--- config.mk ---
export PLATFORM = sky130hd
export DESIGN_NAME = pixel_req_gen
export DESIGN_NICKNAME = d
export VERILOG_FILES = /design/src/rtl/pixel_req_gen.sv
export SDC_FILE = /design/constraint.sdc
export NUM_CORES = 1
export LEC_CHECK = 0
export CAP_MARGIN = 20
export CORE_MARGIN = 2
export CORE_UTILIZATION = 45
export DETAILED_ROUTE_END_ITERATION = 6
export PLACE_DENSITY = 0.73
export SLEW_MARGIN = 20
export SYNTH_ARGS = -nofsm -noshare
export SYNTH_HDL_FRONTEND = slang
export SYNTH_SLANG_ARGS = --single-unit
--- constraint.sdc ---
create_clock -name clk_i -period 2.6 [get_ports clk_i]
set_clock_uncertainty 0.15 [all_clocks]
set_input_delay 0.26 -clock clk_i [delete_from_list [all_inputs] [get_ports clk_i]]
set_output_delay 0.26 -clock clk_i [all_outputs]
set_load 0.02 [all_outputs]
--- src/rtl/pixel_req_gen.sv ---
// Per-pixel event-to-request generator for one level-0 arbiter group.
// Each pixel latches an event polarity, holds it until granted, then sits out a refractory hold.
package lib_arbiter_pkg;
   localparam int POLARITY = 2;
endpackage

module pixel_req_gen
   import lib_arbiter_pkg::*;
#(
   parameter int Lvl0_ROWS     = 2,
   parameter int Lvl0_COLS     = 2,
   parameter int REFRAC_CYCLES = 4
) (
   input  logic                                            clk_i,
   input  logic                                            reset_i,
   input  logic                                            enable_i,
   input  logic [Lvl0_ROWS-1:0][Lvl0_COLS-1:0][POLARITY-1:0] event_i,
   input  logic [Lvl0_ROWS-1:0][Lvl0_COLS-1:0]               gnt_i,
   output logic [Lvl0_ROWS-1:0][Lvl0_COLS-1:0][POLARITY-1:0] req_o,
   output logic                                            busy_o,
   output logic                                            drop_o,
   output logic [15:0]                                     drop_cnt_o
);

   typedef enum logic [1:0] {
      IDLE   = 2'd0,
      PEND   = 2'd1,
      REFRAC = 2'd2
   } pixState_t;

   localparam logic [7:0] REFRAC_LOAD = 8'(REFRAC_CYCLES);

   pixState_t                                        r_state     [Lvl0_ROWS][Lvl0_COLS];
   pixState_t                                        w_nextState [Lvl0_ROWS][Lvl0_COLS];
   logic [7:0]                                       r_cnt       [Lvl0_ROWS][Lvl0_COLS];
   logic [7:0]                                       w_nextCnt   [Lvl0_ROWS][Lvl0_COLS];
   logic [Lvl0_ROWS-1:0][Lvl0_COLS-1:0][POLARITY-1:0] r_req;
   logic [Lvl0_ROWS-1:0][Lvl0_COLS-1:0][POLARITY-1:0] w_nextReq;
   logic                                             w_anyDrop;
   logic                                             w_anyBusy;
   logic                                             r_busy;
   logic                                             r_drop;
   logic [15:0]                                      r_dropCnt;

   // Any event hitting a pixel that is not free to capture is a drop, as is a two-polarity collision.
   always_comb begin
      w_anyDrop = 1'b0;
      w_anyBusy = 1'b0;
      w_nextReq = r_req;
      for (int r = 0; r < Lvl0_ROWS; r++) begin
         for (int c = 0; c < Lvl0_COLS; c++) begin
            w_nextState[r][c] = r_state[r][c];
            w_nextCnt[r][c]   = r_cnt[r][c];
            case (r_state[r][c])
               IDLE: begin
                  if (enable_i && (|event_i[r][c])) begin
                     w_nextState[r][c] = PEND;
                     w_nextReq[r][c]   = event_i[r][c][1] ? 2'b10 : 2'b01;
                     if (&event_i[r][c]) begin
                        w_anyDrop = 1'b1;
                     end
                  end
               end
               PEND: begin
                  if (|event_i[r][c]) begin
                     w_anyDrop = 1'b1;
                  end
                  if (gnt_i[r][c]) begin
                     w_nextReq[r][c] = '0;
                     if (REFRAC_CYCLES > 0) begin
                        w_nextState[r][c] = REFRAC;
                        w_nextCnt[r][c]   = REFRAC_LOAD;
                     end else begin
                        w_nextState[r][c] = IDLE;
                     end
                  end
               end
               REFRAC: begin
                  if (|event_i[r][c]) begin
                     w_anyDrop = 1'b1;
                  end
                  w_nextCnt[r][c] = r_cnt[r][c] - 8'd1;
                  if (r_cnt[r][c] == 8'd1) begin
                     w_nextState[r][c] = IDLE;
                  end
               end
               default: begin
                  w_nextState[r][c] = IDLE;
                  w_nextCnt[r][c]   = '0;
                  w_nextReq[r][c]   = '0;
               end
            endcase
            if (w_nextState[r][c] != IDLE) begin
               w_anyBusy = 1'b1;
            end
         end
      end
   end

   always_ff @(posedge clk_i or posedge reset_i) begin
      if (reset_i) begin
         for (int r = 0; r < Lvl0_ROWS; r++) begin
            for (int c = 0; c < Lvl0_COLS; c++) begin
               r_state[r][c] <= IDLE;
               r_cnt[r][c]   <= '0;
            end
         end
         r_req     <= '0;
         r_busy    <= 1'b0;
         r_drop    <= 1'b0;
         r_dropCnt <= '0;
      end else begin
         for (int r = 0; r < Lvl0_ROWS; r++) begin
            for (int c = 0; c < Lvl0_COLS; c++) begin
               r_state[r][c] <= w_nextState[r][c];
               r_cnt[r][c]   <= w_nextCnt[r][c];
            end
         end
         r_req  <= w_nextReq;
         r_busy <= w_anyBusy;
         r_drop <= w_anyDrop;
         if (w_anyDrop && (r_dropCnt != 16'hFFFF)) begin
            r_dropCnt <= r_dropCnt + 16'd1;
         end
      end
   end

   assign req_o      = r_req;
   assign busy_o     = r_busy;
   assign drop_o     = r_drop;
   assign drop_cnt_o = r_dropCnt;

endmodule

After elaboration in Yosys (flattened, before gate mapping)
Cells that the tools add are included.

storage, ports and cells
  input port bits = 15
  bits in writable memories = 0
  bits in read-only memories = 0
  word-level logic and storage cells = 142
  bits in latches = 0
  memories kept = 0
  output and inout bits = 26
  register bits after elaboration = 66

cells by class
  shift-type cells = 0
  mux-type cells = 60
  eq/ne operators = 21
  multiply operators = 0
  $lt $le $gt $ge = 0
  add/subtract/negate cells = 5
  divide/modulo/power cells = 0
  bitwise logic cells = 8
  reduce and logical (&&, ||, !) cells = 33

operator list
  cell                                                                count
  8-bit case mux with 3 select lines                                  4
  2-bit two-way mux                                                   24
  2-bit case mux with 3 select lines                                  8
  8-bit by 1-bit == test with 1-bit output, second input constant     4
  8-bit two-way mux                                                   4
  8-bit by 1-bit subtractor with 8-bit output, second input constant  4
  16-bit by 1-bit adder with 16-bit output, second input constant     1
  1-bit two-way mux                                                   16
  16-bit inequality test, second input constant                       1
  2-bit inequality test, second input constant                        8
  2-bit AND reduction                                                 8
  2-bit OR reduction                                                  8
  3-bit AND reduction                                                 4
  2-bit by 1-bit == test with 1-bit output, second input constant     4
  2-bit == test, second input constant                                4
  2-bit zero test                                                     4
  1-bit NOT                                                           8
  1-bit case mux with 2 select lines                                  4
  2-bit nonzero test                                                  4
  1-bit logical AND                                                   5

Depth between registers and ports, before layout
Gate-level depths: netlist of the first run.

  word-level depth = 14
  mapped depth = 10
  mapped depth without buffers = 8

Worst setup path after synthesis of the first run
OpenSTA, ideal clock, no wires.

  kind = register to register
  start point = register r_state[0] (netlist bit)
  end point = register r_dropCnt[3], in the netlist drop_cnt_o[3]
  cell stages (with the launch flop) = 8
  library setup time = 0.125 ns
  clock period less this slack = 2.095 ns
  required time = 2.325 ns
  setup slack = 0.505 ns
  path buffers = 0
  arrival = 1.820 ns
  cells stage by stage = dfrtp_1 > inv_1 > ha_1 > or3_1 > a31oi_1 > nand2_1 > a41oi_1 > a21oi_1

on the way
  longest elaborated chain between the ends = 4
  elaborated cells between the ends (all ways) = 6
  those cells by class = eq/ne (2); mux (1); reduce/logical (3)

RTL lines
  item                                                                              line  text
  start, declared                                                                   33    pixState_t r_state [Lvl0_ROWS][Lvl0_COLS];
  start signal, assigned by index                                                   115   r_state[r][c] <= w_nextState[r][c];
  2-bit == test / 2-bit by 1-bit == test with 1-bit output (equally long branches)  54    case (r_state[r][c])
  2-bit OR reduction (no line)                                                      -
  1-bit case mux with 2 select lines (*)                                            54
  named net w_anyDrop                                                               39    logic w_anyDrop;
  1-bit logical AND (*)                                                             122   if (w_anyDrop && (r_dropCnt != 16'hFFFF)) begin
  end signal, assigned                                                              123   r_dropCnt <= r_dropCnt + 16'd1;
  end, declared                                                                     43    logic [15:0] r_dropCnt;

The timed path passes the listed nets; every way through them passes the cells marked *.
A chain may end at the register's enable or synchronous reset.

Worst setup path after layout of the first run
Ends and elaborated chain as after synthesis.

==> out/qor.csv, run 1 <==
metric,value,unit
sequential_cell_area,0.00165,mm^2
holdBufCountCts,0,
vias,2998,
grtUsageTotal,0.189,
wl_per_cell,13.8,um
hpwl,5.67,mm
fillerInstances,690,
post_cts_buffers,0,
yosysMostFrequentCell,dfrtp_1,
fp.dieH,94.4,um
startpoint_type,flop,
setup_viol,0,
path_buf_inv,1,
io_buffers,40,
slew_viol_final,0,
tightest_slew,558,ps
avgSynthCellArea,9.36,um^2
finalHoldViolCount,0,
p_clk_frac,0.159,
setup_slack,252,ps
io_pins,41,
yosys_warnings,0,
power.leakage,1.94,nW
outcome,finished clean,
synth_mux_area_frac,0.0116,
worstPathArrival,2420,ps
synth.largest_area_cell,dfrtp_1,
ys_seq_elements,66,
syn_to_final_growth,21.6,%
htree_levels,3,
setup_tns,0,ps
power.internal,3.19,mW
fmax,0.426,GHz
synth_edf_count,0,
multi_input_area,0.00189,mm^2
place_ws,250,ps
drive_above_1_share,0.0798,
vias_per_cell,5.42,
synth.area.top_cells,"dfrtp_1, ha_1, xnor2_1, nand2_1, a21oi_1",
first_pass_iters,5,
cts_buffers,9,
grt_max_degree,26,
comb_power_share,0.531,
synthFlopType,dfrtp_1,
swShare,0.429,
synthXorXnorAreaFrac,0.0572,
synth_top_family_by_area,simple AND/OR/NAND/NOR gates,
critPathCaptureType,flop,
switchingPower,2.40,mW
critical_path.top_delay_family,simple AND/OR/NAND/NOR gates,
p_seq_frac,0.310,
drcViolationCount,0,
vdd_drop_max,0.715,mV
start_util,0.471,
critPathMaxStageDelay,410,ps
fin_util,0.573,
maxSlewHeadroom,0.625,
cts_root_buffer,clkbuf_8,
synth-compound-area-share,0.156,
clockBufferDepth,2,
cp.required,2670,ps
async_reset_ff_frac,1.00,
seq_area_frac_synth,0.449,
ctsResizeCount,0,
cts_tree,done,
synthesis.area,0.00368,mm^2
p_per_area,1250,mW/mm^2
clock_latency,340,ps
crit_fanout,7,
synth-simple-area-share,0.203,
maxCapViolCount,0,
grt.overflow.total,0,
fin_crit,2350,ps
placedCellCount,538,
final_net_count,487,
critPathKind,flop to flop,
die_area,0.00891,mm^2
grt_pass1_vias,2950,
core_area,0.00781,mm^2
gp_congestion,0.829,
synthTopCellsByCount,"dfrtp_1, nand2_1, nor2_1",
synth_nets,433,
synth_cell_types,46,
critPathSlowestCell,or3_1,
antenna_found_initial,0,
rsz0062_at_grt,no,
grt_pass1_wl,13.3,mm
antennaDiodeCount,0,
cts_sinks,66,
synth_top_area_share,0.449,
wirelength,7.61,mm
path_clk_slew,70,ps
path_cells,inv_1 -> ha_1 -> or3_1 -> a31oi_1 -> nand2_1 -> a41oi_1 -> a21oi_1,
hold_path.class,input pin to async pin,
die_w,94.4,um
ant_nets,0,
startpoint,r_state[0],
row_count,32,
synthAdderAreaFrac,0.0851,
timing.rr.start,r_state[0],
stdcell_count,553,
fin_crit_sh,0.903,
synthCells,393,
drt_iter0_drc,213,
## layout make-up
type                            count  share of cell area
Timing Repair Buffer               51               0.111
Inverter                           28              0.0235
Clock buffer                       13              0.0378
Sequential cell                    66               0.369
Tap cell                          102              0.0285
Clock inverter                      2             0.00784
Multi-Input combinational cell    291               0.422
## power by group through the flow
stage	combinational, mW	clock (mW)	sequential (mW)
3_3_place_gp	2.88	0	1.72
6_report	2.97	0.889	1.73
5_1_grt	3.32	0.960	1.79
2_1_floorplan	2.01	0	1.82
3_5_place_dp	2.95	0	1.74
4_1_cts	2.97	0.918	1.73
## cells in the final DEF (no fill, tap or decap), types with 3 or more instances in the layout
cell type,instances
xnor2_1,16
a22o_1,6
o21ai_0,16
nor4_1,7
nor2b_1,6
a21oi_1,24
a221oi_1,3
nand3b_1,4
o211ai_1,4
ha_1,25
nor2_1,29
inv_1,26
nand2b_1,6
o21ai_1,17
nor3_1,7
a31oi_1,5
or3_1,6
dfrtp_1,66
nand2_1,37
xor2_1,8
clkbuf_8,12
and3_1,4
nand3_1,17
a211oi_1,5
o31ai_1,4
clkdlybuf4s50_1,40
nand4_1,11
buf_4,10
## final timing paths
| path | to | slack (ps) | cells after the start |
|---|---|---|---|
| max in group asynchronous | drop_cnt_o[5] | 1590 | 3 |
| setup / recovery | drop_cnt_o[3] | 250 | 7 |
| hold / removal | r_cnt[22] | 130 | 2 |
| min in group clk_i | req_o[5] | 340 | 2 |
| setup reg to reg | drop_cnt_o[3] | 250 | 7 |
| hold reg to reg | req_o[5] | 340 | 2 |
## per-stage QoR
stage                     total power [mW]  cell area, um^2  hold slack (ps)
after global placement                4.61             4270              302
after global routing                  6.06             4470              190
after CTS                             5.62             4470              137
after detailed placement              4.69             4270              318
final                                 5.59             4470              134
after floorplan                       3.82             3680              249
## layer usage
layer / GRT usage / up-vias / part of all wire
li1: - / 1506 / -
met3: 0.0487 / 4 / 0.049
met4: 0.0700 / 0 / 0.0084
met5: 0 / - / 0
met2: 0.301 / 65 / 0.47
met1: 0.252 / 1423 / 0.48
## sequential cells by signal, indices dropped and copies added, names as in the netlist
signal	cells
r_cnt	32
drop_cnt_o	16
r_state	8
req_o	8
busy_o	1
drop_o	1
## kinds of logic after synthesis
family,count (synthesis)
buffers and inverters,36
adder cells (fa/ha/maj),25
multiplexers,4
XOR/XNOR,24
AND/OR/NAND/NOR,145
flip-flops,66
AO/OA/AOI/OAI,93
(Power assumes the default switching activity.)
==> run 2, diff against run 1 <==
Settings changed: ABC_AREA from default to 0, CAP_MARGIN 20 to 0.
==> results of run 2 <==
The final DEF is identical to that of run 1; final timing and power are the same.
